`src/rtl/imm_packer.sv`:
```
// imm_packer: packs a 32-bit immediate into a RISC-V I/S/B/J/U instruction template,
// two-stage valid/ready pipeline with checks and counters. Optional: IMM_PACK_SELFCHECK_EN.
module imm_packer #(
    parameter int unsigned CNT_W = 16
) (
    input  logic             clk,
    input  logic             reset_n,
    input  logic             in_valid,
    output logic             in_ready,
    input  logic [2:0]       immsrc,
    input  logic [31:0]      imm,
    input  logic [31:0]      base,
    output logic             out_valid,
    input  logic             out_ready,
    output logic [31:0]      instr,
    output logic [1:0]       err_code,
    output logic [CNT_W-1:0] pack_count,
    output logic [CNT_W-1:0] err_count,
    output logic             selfcheck_fail
);

    typedef enum logic [2:0] {
        FMT_I = 3'b000,
        FMT_S = 3'b001,
        FMT_B = 3'b010,
        FMT_J = 3'b011,
        FMT_U = 3'b100
    } fmt_e;

    typedef enum logic [1:0] {
        ERR_OK      = 2'b00,
        ERR_RANGE   = 2'b01,
        ERR_ALIGN   = 2'b10,
        ERR_ILLEGAL = 2'b11
    } err_e;

    logic             s1_valid_q;
    logic [2:0]       s1_immsrc_q;
    logic [31:0]      s1_imm_q;
    logic [31:0]      s1_base_q;
    err_e             s1_err_q;
    logic             s2_valid_q;
    logic [31:0]      s2_instr_q;
    err_e             s2_err_q;
    logic [CNT_W-1:0] pack_cnt_q;
    logic [CNT_W-1:0] err_cnt_q;

    err_e             chk_err_d;
    logic [31:0]      pack_d;
    logic             range_ok;
    logic             align_ok;
    logic             s2_load;
    logic             s1_advance;
    logic             in_xfer;
    logic             out_xfer;

    assign s2_load    = !s2_valid_q || out_ready;
    assign s1_advance = s1_valid_q && s2_load;
    assign in_ready   = !s1_valid_q || s1_advance;
    assign in_xfer    = in_valid && in_ready;
    assign out_xfer   = s2_valid_q && out_ready;

    // Checks run on the raw inputs so S1 holds the verdict alongside the operands.
    always_comb begin
        range_ok  = 1'b1;
        align_ok  = 1'b1;
        chk_err_d = ERR_OK;
        case (fmt_e'(immsrc))
            FMT_I, FMT_S: range_ok = (imm[31:11] == {21{imm[11]}});
            FMT_B: begin
                range_ok = (imm[31:12] == {20{imm[12]}});
                align_ok = !imm[0];
            end
            FMT_J: begin
                range_ok = (imm[31:20] == {12{imm[20]}});
                align_ok = !imm[0];
            end
            FMT_U:   range_ok = (imm[11:0] == '0);
            default: ;
        endcase
        if (immsrc > 3'b100)
            chk_err_d = ERR_ILLEGAL;
        else if (!align_ok)
            chk_err_d = ERR_ALIGN;
        else if (!range_ok)
            chk_err_d = ERR_RANGE;
    end

    always_comb begin
        pack_d = s1_base_q;
        case (fmt_e'(s1_immsrc_q))
            FMT_I: pack_d[31:20] = s1_imm_q[11:0];
            FMT_S: begin
                pack_d[31:25] = s1_imm_q[11:5];
                pack_d[11:7]  = s1_imm_q[4:0];
            end
            FMT_B: begin
                pack_d[31]    = s1_imm_q[12];
                pack_d[7]     = s1_imm_q[11];
                pack_d[30:25] = s1_imm_q[10:5];
                pack_d[11:8]  = s1_imm_q[4:1];
            end
            FMT_J: begin
                pack_d[31]    = s1_imm_q[20];
                pack_d[19:12] = s1_imm_q[19:12];
                pack_d[20]    = s1_imm_q[11];
                pack_d[30:21] = s1_imm_q[10:1];
            end
            FMT_U:   pack_d[31:12] = s1_imm_q[31:12];
            default: ;
        endcase
    end

    always_ff @(posedge clk) begin
        if (!reset_n) begin
            s1_valid_q  <= 1'b0;
            s1_immsrc_q <= '0;
            s1_imm_q    <= '0;
            s1_base_q   <= '0;
            s1_err_q    <= ERR_OK;
            s2_valid_q  <= 1'b0;
            s2_instr_q  <= '0;
            s2_err_q    <= ERR_OK;
            pack_cnt_q  <= '0;
            err_cnt_q   <= '0;
        end else begin
            if (in_xfer) begin
                s1_valid_q  <= 1'b1;
                s1_immsrc_q <= immsrc;
                s1_imm_q    <= imm;
                s1_base_q   <= base;
                s1_err_q    <= chk_err_d;
            end else if (s1_advance) begin
                s1_valid_q  <= 1'b0;
            end
            if (s2_load) begin
                s2_valid_q <= s1_valid_q;
                if (s1_valid_q) begin
                    s2_instr_q <= pack_d;
                    s2_err_q   <= s1_err_q;
                end
            end
            if (out_xfer && pack_cnt_q != '1)
                pack_cnt_q <= pack_cnt_q + 1'b1;
            if (out_xfer && s2_err_q != ERR_OK && err_cnt_q != '1)
                err_cnt_q <= err_cnt_q + 1'b1;
        end
    end

`ifdef IMM_PACK_SELFCHECK_EN
    logic [31:0] dec_d;
    logic        selfcheck_fail_q;

    // Decode the freshly packed word back exactly as the extender would.
    always_comb begin
        dec_d = '0;
        case (fmt_e'(s1_immsrc_q))
            FMT_I:   dec_d = {{20{pack_d[31]}}, pack_d[31:20]};
            FMT_S:   dec_d = {{20{pack_d[31]}}, pack_d[31:25], pack_d[11:7]};
            FMT_B:   dec_d = {{19{pack_d[31]}}, pack_d[31], pack_d[7], pack_d[30:25],
                              pack_d[11:8], 1'b0};
            FMT_J:   dec_d = {{11{pack_d[31]}}, pack_d[31], pack_d[19:12], pack_d[20],
                              pack_d[30:21], 1'b0};
            FMT_U:   dec_d = {pack_d[31:12], 12'b0};
            default: ;
        endcase
    end

    always_ff @(posedge clk) begin
        if (!reset_n)
            selfcheck_fail_q <= 1'b0;
        else if (s1_advance && s1_err_q == ERR_OK && dec_d != s1_imm_q)
            selfcheck_fail_q <= 1'b1;
    end

    assign selfcheck_fail = selfcheck_fail_q;
`else
    assign selfcheck_fail = 1'b0;
`endif

    assign out_valid  = s2_valid_q;
    assign instr      = s2_instr_q;
    assign err_code   = s2_err_q;
    assign pack_count = pack_cnt_q;
    assign err_count  = err_cnt_q;

endmodule

```
`config.mk`:
```
export PLATFORM = sky130hd
export DESIGN_NAME = imm_packer
export DESIGN_NICKNAME = d
export VERILOG_FILES = /design/src/rtl/imm_packer.sv
export SDC_FILE = /design/constraint.sdc
export NUM_CORES = 1
export LEC_CHECK = 0
export ABC_AREA = 1
export BUFFER_PORTS_ARGS = -buffer_cell sky130_fd_sc_hd__buf_2
export CAP_MARGIN = 15
export CORE_MARGIN = 2
export CORE_UTILIZATION = 59
export CTS_CLUSTER_SIZE = 30
export DETAILED_ROUTE_END_ITERATION = 12
export PLACE_DENSITY = 0.93
export SKIP_LAST_GASP = 1
export SLEW_MARGIN = 0
export SYNTH_ARGS = -nofsm -noshare
export SYNTH_HDL_FRONTEND = slang
export SYNTH_SLANG_ARGS = --single-unit
```
`constraint.sdc`:
```
create_clock -name clk -period 2.6 [get_ports clk]
set_input_delay 0.52 -clock clk [delete_from_list [all_inputs] [get_ports clk]]
set_output_delay 0.52 -clock clk [all_outputs]
set_load 0.1 [all_outputs]
```
Word level (Yosys, flattened, before mapping). Index checks and enable logic that the tools add are counted.

Add/subtract/negate cells: 2. Multipliers: 0. Divide/modulo/power cells: 0. Order comparisons: 1. Equality and inequality tests: 13. Shift-type cells: 0. Multiplexer cells: 11. Bitwise logic cells: 0. Reductions and logical operators: 21.

Operators by type and width (count): 16-bit by 1-bit adder with 16-bit output, second input constant (2); 16-bit inequality test, second input constant (2); 7-bit case mux with 4 select lines (1); 20-bit == test (1); 19-bit == test (1); 5-bit case mux with 3 select lines (1); 3-bit by 2-bit == test with 1-bit output, second input constant (4); 12-bit logical NOT (1); 11-bit == test (1); 5-bit case mux with 2 select lines (1); 8-bit two-way mux (1); 2-bit OR reduction (4); 3-bit by 1-bit == test with 1-bit output, second input constant (2); 3-bit == test, second input constant (2); 1-bit logical AND (6); 3-bit logical NOT (2); 1-bit two-way mux (4); 2-bit two-way mux (2); 1-bit case mux with 4 select lines (1); 2-bit nonzero test (2); 3-bit > comparator, second input constant (1); 1-bit logical NOT (3); 1-bit logical OR (2); 2-bit AND reduction (1).

Register bits after elaboration: 137. Bits in latches: 0. RAM bits: 0. Bits in read-only memories: 0. Bits of input ports: 71. Output and inout port bits: 69. Word-level logic and storage cells: 58. Memories: 0.

Longest topological paths before layout. Gate-level depths: netlist of the first run.

Word-level depth: 6. Gate-level depth with buffers: 11. Mapped depth without buffers: 10.

Worst setup path after synthesis of the first run. No wires, ideal clock.

Path kind: reg2reg. Start point: register s2_valid_q (netlist: out_valid). End point: register s1_imm_q[14]. Library setup time: 0.116 ns. Data arrival time: 2.993 ns. Required time: 2.484 ns. Path slack: -0.509 ns. Stages on the path, launching flop included: 8. Buffers on the path: 2. Path through: dfxtp_1 > nand3_1 > nand2_2 > inv_2 > buf_2 > buf_2 > nor2_1 > nor2_1.

Word-level cells in the longest chain between the ends: 5.

Ends and longest elaborated chain: start: declaration (line 42) `logic s2_valid_q;`; start signal: assignment (line 137) `s2_valid_q <= s1_valid_q;`; 1-bit logical NOT (line 57) `assign s2_load = !s2_valid_q || out_ready;`; 1-bit logical OR (line 57); 1-bit logical AND (line 58) `assign s1_advance = s1_valid_q && s2_load;`; 1-bit logical OR (line 59) `assign in_ready = !s1_valid_q || s1_advance;`; via in_ready (line 9) `output logic in_ready,`; 1-bit logical AND (line 60) `assign in_xfer = in_valid && in_ready;`; end signal: assignment (line 130) `s1_imm_q <= imm;`; end: declaration (line 39) `logic [31:0] s1_imm_q;`.

The timed path passes the listed nets, and every way through them passes these cells. A chain may end at the register's enable or synchronous reset.

Worst setup path after layout of the first run.
Start point: register err_cnt_q[5] (netlist: err_count[5]). End point: output err_count[5].

RTL lines: start: declaration (line 46) `logic [CNT_W-1:0] err_cnt_q;`; start signal: assignment (line 146) `err_cnt_q <= err_cnt_q + 1'b1;`; end: declaration (line 18) `output logic [CNT_W-1:0] err_count,`.

No word-level cell between the ends.

==> summary.md, run 1 <==
| Metric | Value |
|---|---|
| Clock Latency Late Sink | 0.52 ns |
| Flop pwr share | 0.412 |
| Origin of the worst min-delay path | base[3] |
| Net Sw Power | 0.001648 W |
| ANT cells | 0 |
| Crit path capture type | primary output |
| Hold buffer count at CTS | 0 |
| Worst Hold Class | in -> reg |
| Top post-synthesis cells by area | dfxtp_1 (43%), nor2_1 (11%), nand2_1 (9.7%) |
| Layout fillers | 824 |
| CTS clk-pin slew, worst paths | 0.06 ns |
| Pre-antenna DRT Iters | 8 |
| Nets | 1104 |
| WL final | 17200 um |
| Syn_nets | 982 |
| Pint | 0.003914 W |
| CTS max path bufs | 2 |
| Die Area | 0.01158 sq mm |
| Setup WS post-layout | 0.5452 ns |
| H-tree depth | 4 |
| Synthesized area per cell | 6.969 sq um |
| Clk network pwr share | 0.444 |
| Outcome | complete, no violations |
| Num rows | 37 |
| Post-CTS setup buffers | 0 |
| Die Wd | 107.6 um |
| Ys Warns | 0 |
| PD cells | 725.1 mW/mm^2 |
| CP peak stage delay | 0.52 ns |
| Number of port buffers | 138 |
| Post-synthesis cell area | 0.006335 sq mm |
| Critical path class | reg -> out |
| Initial Util | 0.6109 |
| Reg2reg end | err_count[4] |
| CTS tree | done |
| Yosys top cell area share | 0.4329 |
| Sw frac | 0.2963 |
| CTS sink count | 137 |
| Share of cells above drive strength 1 | 0.1983 |
| Top-count cell post-synth | nor2_1 |
| Post-DRT Antenna Nets | 0 |
| R2r setup slk | 0.71 ns |
| Initial antenna violation count | 0 |
| Crit path DAT | 1.53 ns |
| DP Worst Slack | 0.7431 ns |
| Hold Path Sink | s1_base_q[3] |
| Die Height | 107.6 um |
| Post-synth EDFFs | 0 |
| Clock period minus worst slack | 2.055 ns |
| Worst path bufs/invs | 1 |
| RSZ-0062 raised after global routing | false |
| Reg2reg path depth | 9 |
| Max_cap viols | 0 |
| CP cell instances | buf_2 |
| Yosys cell types | 38 |
| Logic pwr share | 0.144 |
| Drt drc | 0 |
| Gr usage total | 0.3020 |
| Hold Violations, Final | 0 |
| Area leader, netlist | dfxtp_1 |
| Worst vdd ir | 0.0004580 V |
| Setup-failing EPs final | 0 |
| Reg area | 0.002743 sq mm |
| Placer Congestion | 0.9563 |
| Slew @ Worst Pin | 0.9327 ns |
| Synth top cells by count | nor2_1 (193), nand2_1 (164), dfxtp_1 (137) |
| Max Clk Rate | 0.4867 GHz |
| CP startpoint kind | flop |
| Num CTS Buffers | 17 |
| Remaining Overflow, GRT | 0 |
| Max-slew headroom | 0.3782 |
| Area Overhead vs Synth | 21.09% |
| Placed cells | 1148 |
| Area taken by multi-input logic gates | 0.003102 sq mm |
| Post-cts resize count | 0 |
| Vias in the first global route | 6011 |
| Launch point of the worst reg-to-reg path | err_count[0] |
| Cells after Synth | 909 |
| Via-to-Cell Ratio | 5.560 |
| Drt wl/cell | 14.58 um |
| CP max stage cell | dfxtp_1 |
| CP max FO | 7 |
| First DRT Iteration DRCs | 626 |
| Req. time, crit path | 2.08 ns |
| Flops & latches, synth | 137 |
| Period utilization | 0.7903 |
| Register area share after synthesis | 0.4329 |
| Post-Layout Cell Count | 1180 |
| Static leakage | 3.452 nW |
| Cell family contributing the most delay on the critical path | flip-flops |
| Worst Hold Depth | 3 |
| CORE AREA | 0.01037 sq mm |
| HPWL after detailed placement | 11340 um |
| Sum Neg Setup Slack | 0 ns |
| Clk_skew | 0.01284 ns |
| Slew Limit Fails | 0 |
| Main synth FF type | dfxtp_1 |
| Async SR Flop Fraction | 0 |
| Root Buffer | clkbuf_8 |
| Number of top-level pins | 140 |
| Largest net degree at the start of global routing | 112 |
| First-pass GRT wire length | 27910 um |
| Routed vias | 6561 |
logic make-up after synthesis:
group / after synthesis / share of synthesized area
and+or+nand+nor: 442 / 0.2909
AOI/OAI and AO/OA: 191 / 0.1659
DFF: 137 / 0.4329
buffers and inverters: 117 / 0.07940
xor gates and xnor gates: 19 / 0.02627
adders and majority gates: 2 / 0.003950
other: 1 / 0.0005920
cell type report:
type / count / share of cell area
Clock inverter: 14 / 0.02398
Timing Repair Buffer: 147 / 0.1005
Sequential cell: 137 / 0.3575
Inverter: 73 / 0.03572
Clock buffer: 18 / 0.05578
Multi-Input combinational cell: 655 / 0.4043
Tap cell: 136 / 0.02218
per-stage QoR:
stage	util	hold slack (ns)	total power, W	instance area, sq um
after floorplan	-	0.4307	0.002921	6347
after global placement	0.6807	0.4435	0.003102	7059
after detailed placement	0.6807	0.4470	0.003117	7059
after CTS	0.7397	0.2412	0.005563	7671
after global routing	0.7397	0.2372	0.005756	7671
final	0.7397	0.2499	0.005562	7671
sequential cells by signal (all words and copies together) (netlist names):
signal,cells
pack_count,16
s1_immsrc_q,3
s1_base_q,32
out_valid,1
s1_imm_q,32
s1_valid_q,1
instr,32
s1_err_q,2
err_code,2
err_count,16
power groups by stage:
stage	clock (W)	combinational (W)	sequential (W)
after CTS	0.00248	0.000796	0.00229
after global placement	0	0.000772	0.00233
after floorplan	0	0.000313	0.00261
after detailed placement	0	0.000784	0.00233
final	0.00247	0.000799	0.00229
after global routing	0.00259	0.000866	0.00230
layout by cell type (no fill, tap or decap), drive strengths merged:
master,count
a211oi,1
a21oi,61
a221oi,7
a41oi,1
buf,147
bufinv,3
clkbuf,18
clkinv,7
clkinvlp,1
conb,1
dfxtp,137
ha,2
inv,76
nand2,170
nand3,40
nand3b,1
nand4,11
nor2,195
nor3,23
nor3b,1
o211ai,12
o21ai,108
o21bai,1
or2,1
xnor2,6
xor2,13
worst max path at each step:
stage	from	to	slack (ns)	cells after the start
after floorplan	out_valid	s1_imm_q[14]	0.21	7
final	err_count[5]	err_count[5]	0.55	1
after CTS	pack_count[5]	pack_count[5]	0.55	1
after global routing	pack_count[5]	pack_count[5]	0.48	1
after detailed placement	out_ready	s1_imm_q[11]	0.74	8
after global placement	out_ready	s1_imm_q[18]	0.81	8
layer usage:
layer  share of wire  up-vias  global-route usage  wire length [um]
met5               0        -                   0                 0
met4           0.021        0             0.09707               355
met3           0.084       44             0.07385              1449
met2            0.49      341              0.5036              8422
met1            0.41     2972              0.3846              6975
li1                -     3204                   -                 -
No activity file was read; power rests on OpenSTA's default activity.
==> run 2: changes to the inputs <==
--- a/config.mk
+++ b/config.mk
@@ -5,14 +5,14 @@
 export SDC_FILE = /design/constraint.sdc
 export NUM_CORES = 1
 export LEC_CHECK = 0
-export ABC_AREA = 1
+export ABC_AREA = 0
 export BUFFER_PORTS_ARGS = -buffer_cell sky130_fd_sc_hd__buf_2
 export CAP_MARGIN = 15
 export CORE_MARGIN = 2
-export CORE_UTILIZATION = 59
+export CORE_UTILIZATION = 48
 export CTS_CLUSTER_SIZE = 30
 export DETAILED_ROUTE_END_ITERATION = 12
-export PLACE_DENSITY = 0.93
+export PLACE_DENSITY = 0.83
 export SKIP_LAST_GASP = 1
 export SLEW_MARGIN = 0
 export SYNTH_ARGS = -nofsm -noshare
==> constraint.sdc (replaced) <==
create_clock -name clk -period 1.89 [get_ports clk]
set_input_delay 0.378 -clock clk [delete_from_list [all_inputs] [get_ports clk]]
set_output_delay 0.378 -clock clk [all_outputs]
set_load 0.1 [all_outputs]
==> run 2 against run 1 <==
- worst setup slack lost 0.47 ns
- critical path depth is 1 higher
- combinational power grew 14%
- clock power up 37%
- critical path type unchanged
- critical endpoint is now in_ready
- largest power group unchanged
- highest routed layer unchanged
==> summary.md, run 2 <==
| Metric | Value |
|---|---|
| Outcome | complete, no violations |
| PD cells | 986.7 mW/mm^2 |
| Setup-failing EPs final | 0 |
| Cells after Synth | 721 |
| Clk network pwr share | 0.460 |
| Post-Synth XOR/XNOR Area | 0.02236 |
| Nets | 925 |
| Flops & latches, synth | 137 |
| Req. time, crit path | 1.51 ns |
| Post-DRT Antenna Nets | 0 |
| Critical path class | reg -> out |
| Share of cells above drive strength 1 | 0.2786 |
| Slew @ Worst Pin | 0.4985 ns |
| Initial Util | 0.4912 |
| Syn_nets | 794 |
| CTS tree | done |
| Hold Violations, Final | 0 |
| Pre-antenna DRT Iters | 5 |
| Largest family of logic cells by synthesized area | simple AND/OR/NAND/NOR gates |
| Area Overhead vs Synth | 27.28% |
| H-tree depth | 4 |
| Yosys top cell area share | 0.4668 |
| Worst Hold Depth | 3 |
| Die Height | 114.6 um |
| Post-synth EDFFs | 0 |
| Root Buffer | clkbuf_16 |
| Die Area | 0.01314 sq mm |
| Gr usage total | 0.2337 |
| Crit path to | in_ready |
| Drt drc | 0 |
| WL final | 14980 um |
| Net Sw Power | 0.001973 W |
| Crit path DAT | 1.43 ns |
| Remaining Overflow, GRT | 0 |
| Sw frac | 0.2673 |
| CTS sink count | 137 |
| Vias in the first global route | 5007 |
| Simple-Gate Fraction of Synth Area | 0.2430 |
| HPWL after detailed placement | 10760 um |
| Reg2reg path depth | 6 |
| Max Clk Rate | 0.5516 GHz |
| Post-synthesis compound-gate area fraction | 0.1876 |
| Num rows | 40 |
| Via-to-Cell Ratio | 5.519 |
| Post-synthesis cell area | 0.005876 sq mm |
| Post-cts resize count | 0 |
| Post-CTS setup buffers | 0 |
| Register area share after synthesis | 0.4668 |
| Adder-cell area share of the yosys netlist | 0.004259 |
| Drt wl/cell | 14.79 um |
| Logic pwr share | 0.124 |
| Yosys cell types | 60 |
| Slew Limit Fails | 0 |
| Die Wd | 114.6 um |
| Main synth FF type | dfxtp_1 |
| Layout fillers | 1034 |
| Post-synthesis mux area share | 0.03812 |
| Worst vdd ir | 0.0004995 V |
| First DRT Iteration DRCs | 390 |
| Critical path origin | out_valid |
| Max-slew headroom | 0.6652 |
| Number of top-level pins | 140 |
| Period utilization | 0.9593 |
| Top-count cell post-synth | nand2_1 |
| Initial antenna violation count | 1 |
| CTS clk-pin slew, worst paths | 0.06 ns |
| Placer Congestion | 0.8824 |
| Clk_skew | 0.006036 ns |
| Sum Neg Setup Slack | 0 ns |
| Area leader, netlist | dfxtp_1 |
| Hold buffer count at CTS | 0 |
| Top post-synthesis cells by area | dfxtp_1 (47%), nand2_1 (11%), a21oi_1 (8.3%) |
| Synthesized area per cell | 8.149 sq um |
| Final core occ | 0.6252 |
| CTS max path bufs | 2 |
| CP startpoint kind | flop |
| Clock period minus worst slack | 1.813 ns |
| Leading cell type in the layout, fill and taps excluded | nand2_1 |
| Crit path capture type | primary output |
| First-pass GRT wire length | 24210 um |
| Routed vias | 5591 |
| CORE AREA | 0.01196 sq mm |
| Clock Latency Late Sink | 0.42 ns |
| Max_cap viols | 0 |
| Pint | 0.005406 W |
| Reg2reg end | pack_count[15] |
| Static leakage | 3.077 nW |
| Ys Warns | 0 |
| Async SR Flop Fraction | 0 |
| Number of port buffers | 138 |
| Largest net degree at the start of global routing | 69 |
| Launch point of the worst reg-to-reg path | pack_count[0] |
| Num CTS Buffers | 17 |
| Commonest non-fill, non-tap cells in the layout | nand2_1 (174), buf_2 (138), dfxtp_1 (102) |
| CP max FO | 6 |
| Worst Hold Class | in -> reg |
| R2r setup slk | 0.12 ns |
| Synth top cells by count | nand2_1 (175), dfxtp_1 (137), a21oi_1 (97) |
| Flop pwr share | 0.416 |
| RSZ-0062 raised after global routing | false |
run 2: cell count changes in the layout (fill, tap and decap cells not counted), moves of 10 or more:
cell,change
inv_1,-58
mux2i_1,+19
dfxtp_4,+24
xor2_1,-10
dfxtp_2,+11
nor3_1,-10
nor2_1,-155
o21ai_0,-89
a21oi_1,+44
nand2b_1,+12
dfxtp_1,-35
a211oi_1,+15
nand3_1,-21
nand2_1,+10
run 2: area by class of cell:
cell class                 instances  area, sq um  share of cell area
tap                              147        183.9             0.02459
sequential                       137         2846              0.3806
clock inverter                    10        108.9             0.01456
clock buffer                      22        508.0             0.06793
timing repair buffer             157        870.8              0.1164
antenna                            1        2.502           0.0003346
multi-input combinational        529         2919              0.3903
inverter                          10        38.79            0.005187
run 2: kinds of logic after synthesis:
kind of cell             Yosys count
flip-flops                       137
AND/OR/NAND/NOR                  307
other                              1
multiplexers                      22
AO/OA/AOI/OAI                    182
buffers and inverters             55
XOR/XNOR                          15
adder cells (fa/ha/maj)            2
run 2: worst min path at each step:
| stage | start | to | slack, ns |
|---|---|---|---|
| after detailed placement | s1_base_q[1] | instr[1] | 0.44 |
| final | base[23] | s1_base_q[23] | 0.19 |
| after floorplan | s1_err_q[0] | err_code[0] | 0.42 |
| after CTS | base[23] | s1_base_q[23] | 0.18 |
| after global placement | s1_base_q[5] | instr[5] | 0.44 |
| after global routing | base[21] | s1_base_q[21] | 0.20 |
run 2: stage by stage:
step	hold slack, ns	total power [W]	setup WS [ns]	area [sq um]	instances
2_1_floorplan	0.4245	0.003788	-0.5663	6033	721
3_3_place_gp	0.4383	0.004028	0.03746	6859	980
3_5_place_dp	0.4426	0.004046	0.0004311	6859	980
4_1_cts	0.1803	0.007428	0.06195	7476	1012
5_1_grt	0.1970	0.007651	0.006472	7476	1012
6_report	0.1941	0.007379	0.07702	7478	1013
run 2: critical path: stages, from the launching register on:
cell      delay (ns)
dfxtp_4         0.36
nand3b_1        0.18
buf_2           0.48
run 2: layer usage:
metal  routed length [um]  track usage  up-vias
met2                 7055       0.3771      184
met5                    0            0        -
met1                 6658       0.2999     2589
li1                     -            -     2794
met4                  291      0.09837        0
met3                  973      0.05506       24
run 2: power by group through the flow:
stage | Sequential, W | Combinational [W] | Clock, W
after detailed placement | 0.00313 | 0.000914 | 0
after CTS | 0.00307 | 0.000916 | 0.00344
final | 0.00307 | 0.000914 | 0.00339
after global placement | 0.00313 | 0.000901 | 0
after floorplan | 0.00342 | 0.000366 | 0
after global routing | 0.00308 | 0.000985 | 0.00358
==> run 3: changes to the inputs <==
--- a/config.mk
+++ b/config.mk
@@ -5,11 +5,11 @@
 export SDC_FILE = /design/constraint.sdc
 export NUM_CORES = 1
 export LEC_CHECK = 0
-export ABC_AREA = 0
+export ABC_AREA = 1
 export BUFFER_PORTS_ARGS = -buffer_cell sky130_fd_sc_hd__buf_2
 export CAP_MARGIN = 15
 export CORE_MARGIN = 2
-export CORE_UTILIZATION = 48
+export CORE_UTILIZATION = 49
 export CTS_CLUSTER_SIZE = 30
 export DETAILED_ROUTE_END_ITERATION = 12
 export PLACE_DENSITY = 0.83
==> run 3 against run 2 <==
- total power up 1.7%
- clock skew decreased by 0.00075 ns
- core utilization shrank 0.41 points
- largest power group unchanged
==> summary.md, run 3 (synthesis gave the netlist of run 1 again) <==
| Metric | Value |
|---|---|
| Outcome | complete, no violations |
| Area taken by multi-input logic gates | 0.003107 sq mm |
| Crit path DAT | 1.39 ns |
| Logic pwr share | 0.149 |
| Max-slew headroom | 0.6521 |
| Via-to-Cell Ratio | 5.147 |
| Num rows | 41 |
| CP peak stage delay | 0.49 ns |
| Number of port buffers | 138 |
| CP max stage cell | buf_2 |
| Crit path capture type | primary output |
| Max Clk Rate | 0.5654 GHz |
| Number of top-level pins | 140 |
| Final core occ | 0.6212 |
| Net Sw Power | 0.002132 W |
| Leading cell type in the layout, fill and taps excluded | nor2_1 |
| Max_cap viols | 0 |
| H-tree depth | 4 |
| Initial antenna violation count | 0 |
| Drt drc | 0 |
| Share of cells above drive strength 1 | 0.2269 |
| WL final | 16570 um |
| Commonest non-fill, non-tap cells in the layout | nor2_1 (193), nand2_1 (164), buf_2 (138) |
| CP max FO | 7 |
| Worst Hold Class | in -> reg |
| Min Hold Slack | 0.2119 ns |
| Placed cells | 1190 |
| Initial Util | 0.5020 |
| Hold Violations, Final | 0 |
| Drt wl/cell | 13.57 um |
| CP cell instances | buf_2 |
| Critical path class | reg -> out |
| Period utilization | 0.9359 |
| CP startpoint kind | flop |
| Clock period minus worst slack | 1.769 ns |
| Sw frac | 0.2840 |
| Root Buffer | clkbuf_16 |
| Remaining Overflow, GRT | 0 |
| Die Wd | 117.7 um |
| Layout fillers | 1198 |
| Worst path bufs/invs | 1 |
| HPWL after detailed placement | 11720 um |
| CTS sink count | 137 |
| ANT cells | 0 |
| Pint | 0.005375 W |
| First-pass GRT wire length | 27230 um |
| Routed vias | 6284 |
| Vias in the first global route | 5756 |
| Clock Latency Late Sink | 0.42 ns |
| CORE AREA | 0.01262 sq mm |
| Flop pwr share | 0.419 |
| CTS clk-pin slew, worst paths | 0.06 ns |
| PD cells | 957.7 mW/mm^2 |
| Req. time, crit path | 1.51 ns |
| CTS max path bufs | 2 |
| Placer Congestion | 0.9101 |
| Static leakage | 3.503 nW |
| Largest net degree at the start of global routing | 64 |
| Sum Neg Setup Slack | 0 ns |
| Clk network pwr share | 0.432 |
| Setup-failing EPs final | 0 |
| Pre-antenna DRT Iters | 5 |
| First DRT Iteration DRCs | 521 |
| Post-DRT Antenna Nets | 0 |
| Post-Layout Cell Count | 1221 |
| RSZ-0062 raised after global routing | false |
| Area Overhead vs Synth | 23.74% |
| Die Height | 117.7 um |
| Nets | 1110 |
| CTS tree | done |
| Hold buffer count at CTS | 0 |
| Slew Limit Fails | 0 |
| Reg area | 0.002790 sq mm |
| Gr usage total | 0.2389 |
| Worst vdd ir | 0.0006607 V |
| Num CTS Buffers | 17 |
| Slew @ Worst Pin | 0.5255 ns |
| Clk_skew | 0.005287 ns |
| Cell family contributing the most delay on the critical path | buffers and inverters |
| Die Area | 0.01385 sq mm |
## run 3: final cells by class
cell class / count / share of cell area
Timing Repair Buffer: 153 / 0.1105
Tap cell: 172 / 0.02745
Inverter: 73 / 0.03496
Clock inverter: 6 / 0.007662
Sequential cell: 137 / 0.3559
Multi-Input combinational cell: 655 / 0.3963
Clock buffer: 25 / 0.06720
## run 3: worst paths after layout
kind,depth (start not counted),startpoint,slack (ns),end
setup / recovery,1,err_count[10],0.12,err_count[10]
hold / removal,3,base[6],0.21,s1_base_q[6]
setup reg to reg,10,pack_count[0],0.18,pack_count[11]
hold reg to reg,2,s1_base_q[31],0.46,s1_base_q[31]
## run 3: worst register-to-register path, delay by kind of cell (launching register included)
family / cells / cell delay [ns]
and+or+nand+nor: 6 / 0.62
buffers and inverters: 2 / 0.34
AOI/OAI and AO/OA: 1 / 0.06
adders and majority gates: 1 / 0.20
DFF: 1 / 0.36
## run 3: what timing repair did
item                                    in CTS  in global routing
endpoints found under the setup margin       0                  1
gates resized for setup                      0                  1
setup buffers                                0                  0
hold endpoints to repair                     0                  0
## run 3: per-stage QoR
step	instance area (sq um)	total power (W)	setup WS [ns]
after global routing	7839	0.007776	0.04029
final	7839	0.007508	0.1212
after floorplan	6395	0.004014	0.006921
after detailed placement	7247	0.004317	0.1862
after CTS	7834	0.007534	0.1301
after global placement	7247	0.004300	0.2106
## run 3: metal layers
layer,global-route usage,vias up,wire length [um]
li1,-,3217,-
met1,0.3068,2864,7332
met2,0.3964,186,8032
met3,0.05620,17,1009
met4,0.07681,0,198
met5,0,-,0
## run 3: power groups by stage
stage	Combinational, W	Sequential [W]	Clock, W
floorplan	0.000430	0.00358	0
global placement	0.00110	0.00320	0
detailed placement	0.00111	0.00320	0
CTS	0.00112	0.00314	0.00327
global route	0.00121	0.00316	0.00340
finish	0.00112	0.00315	0.00324
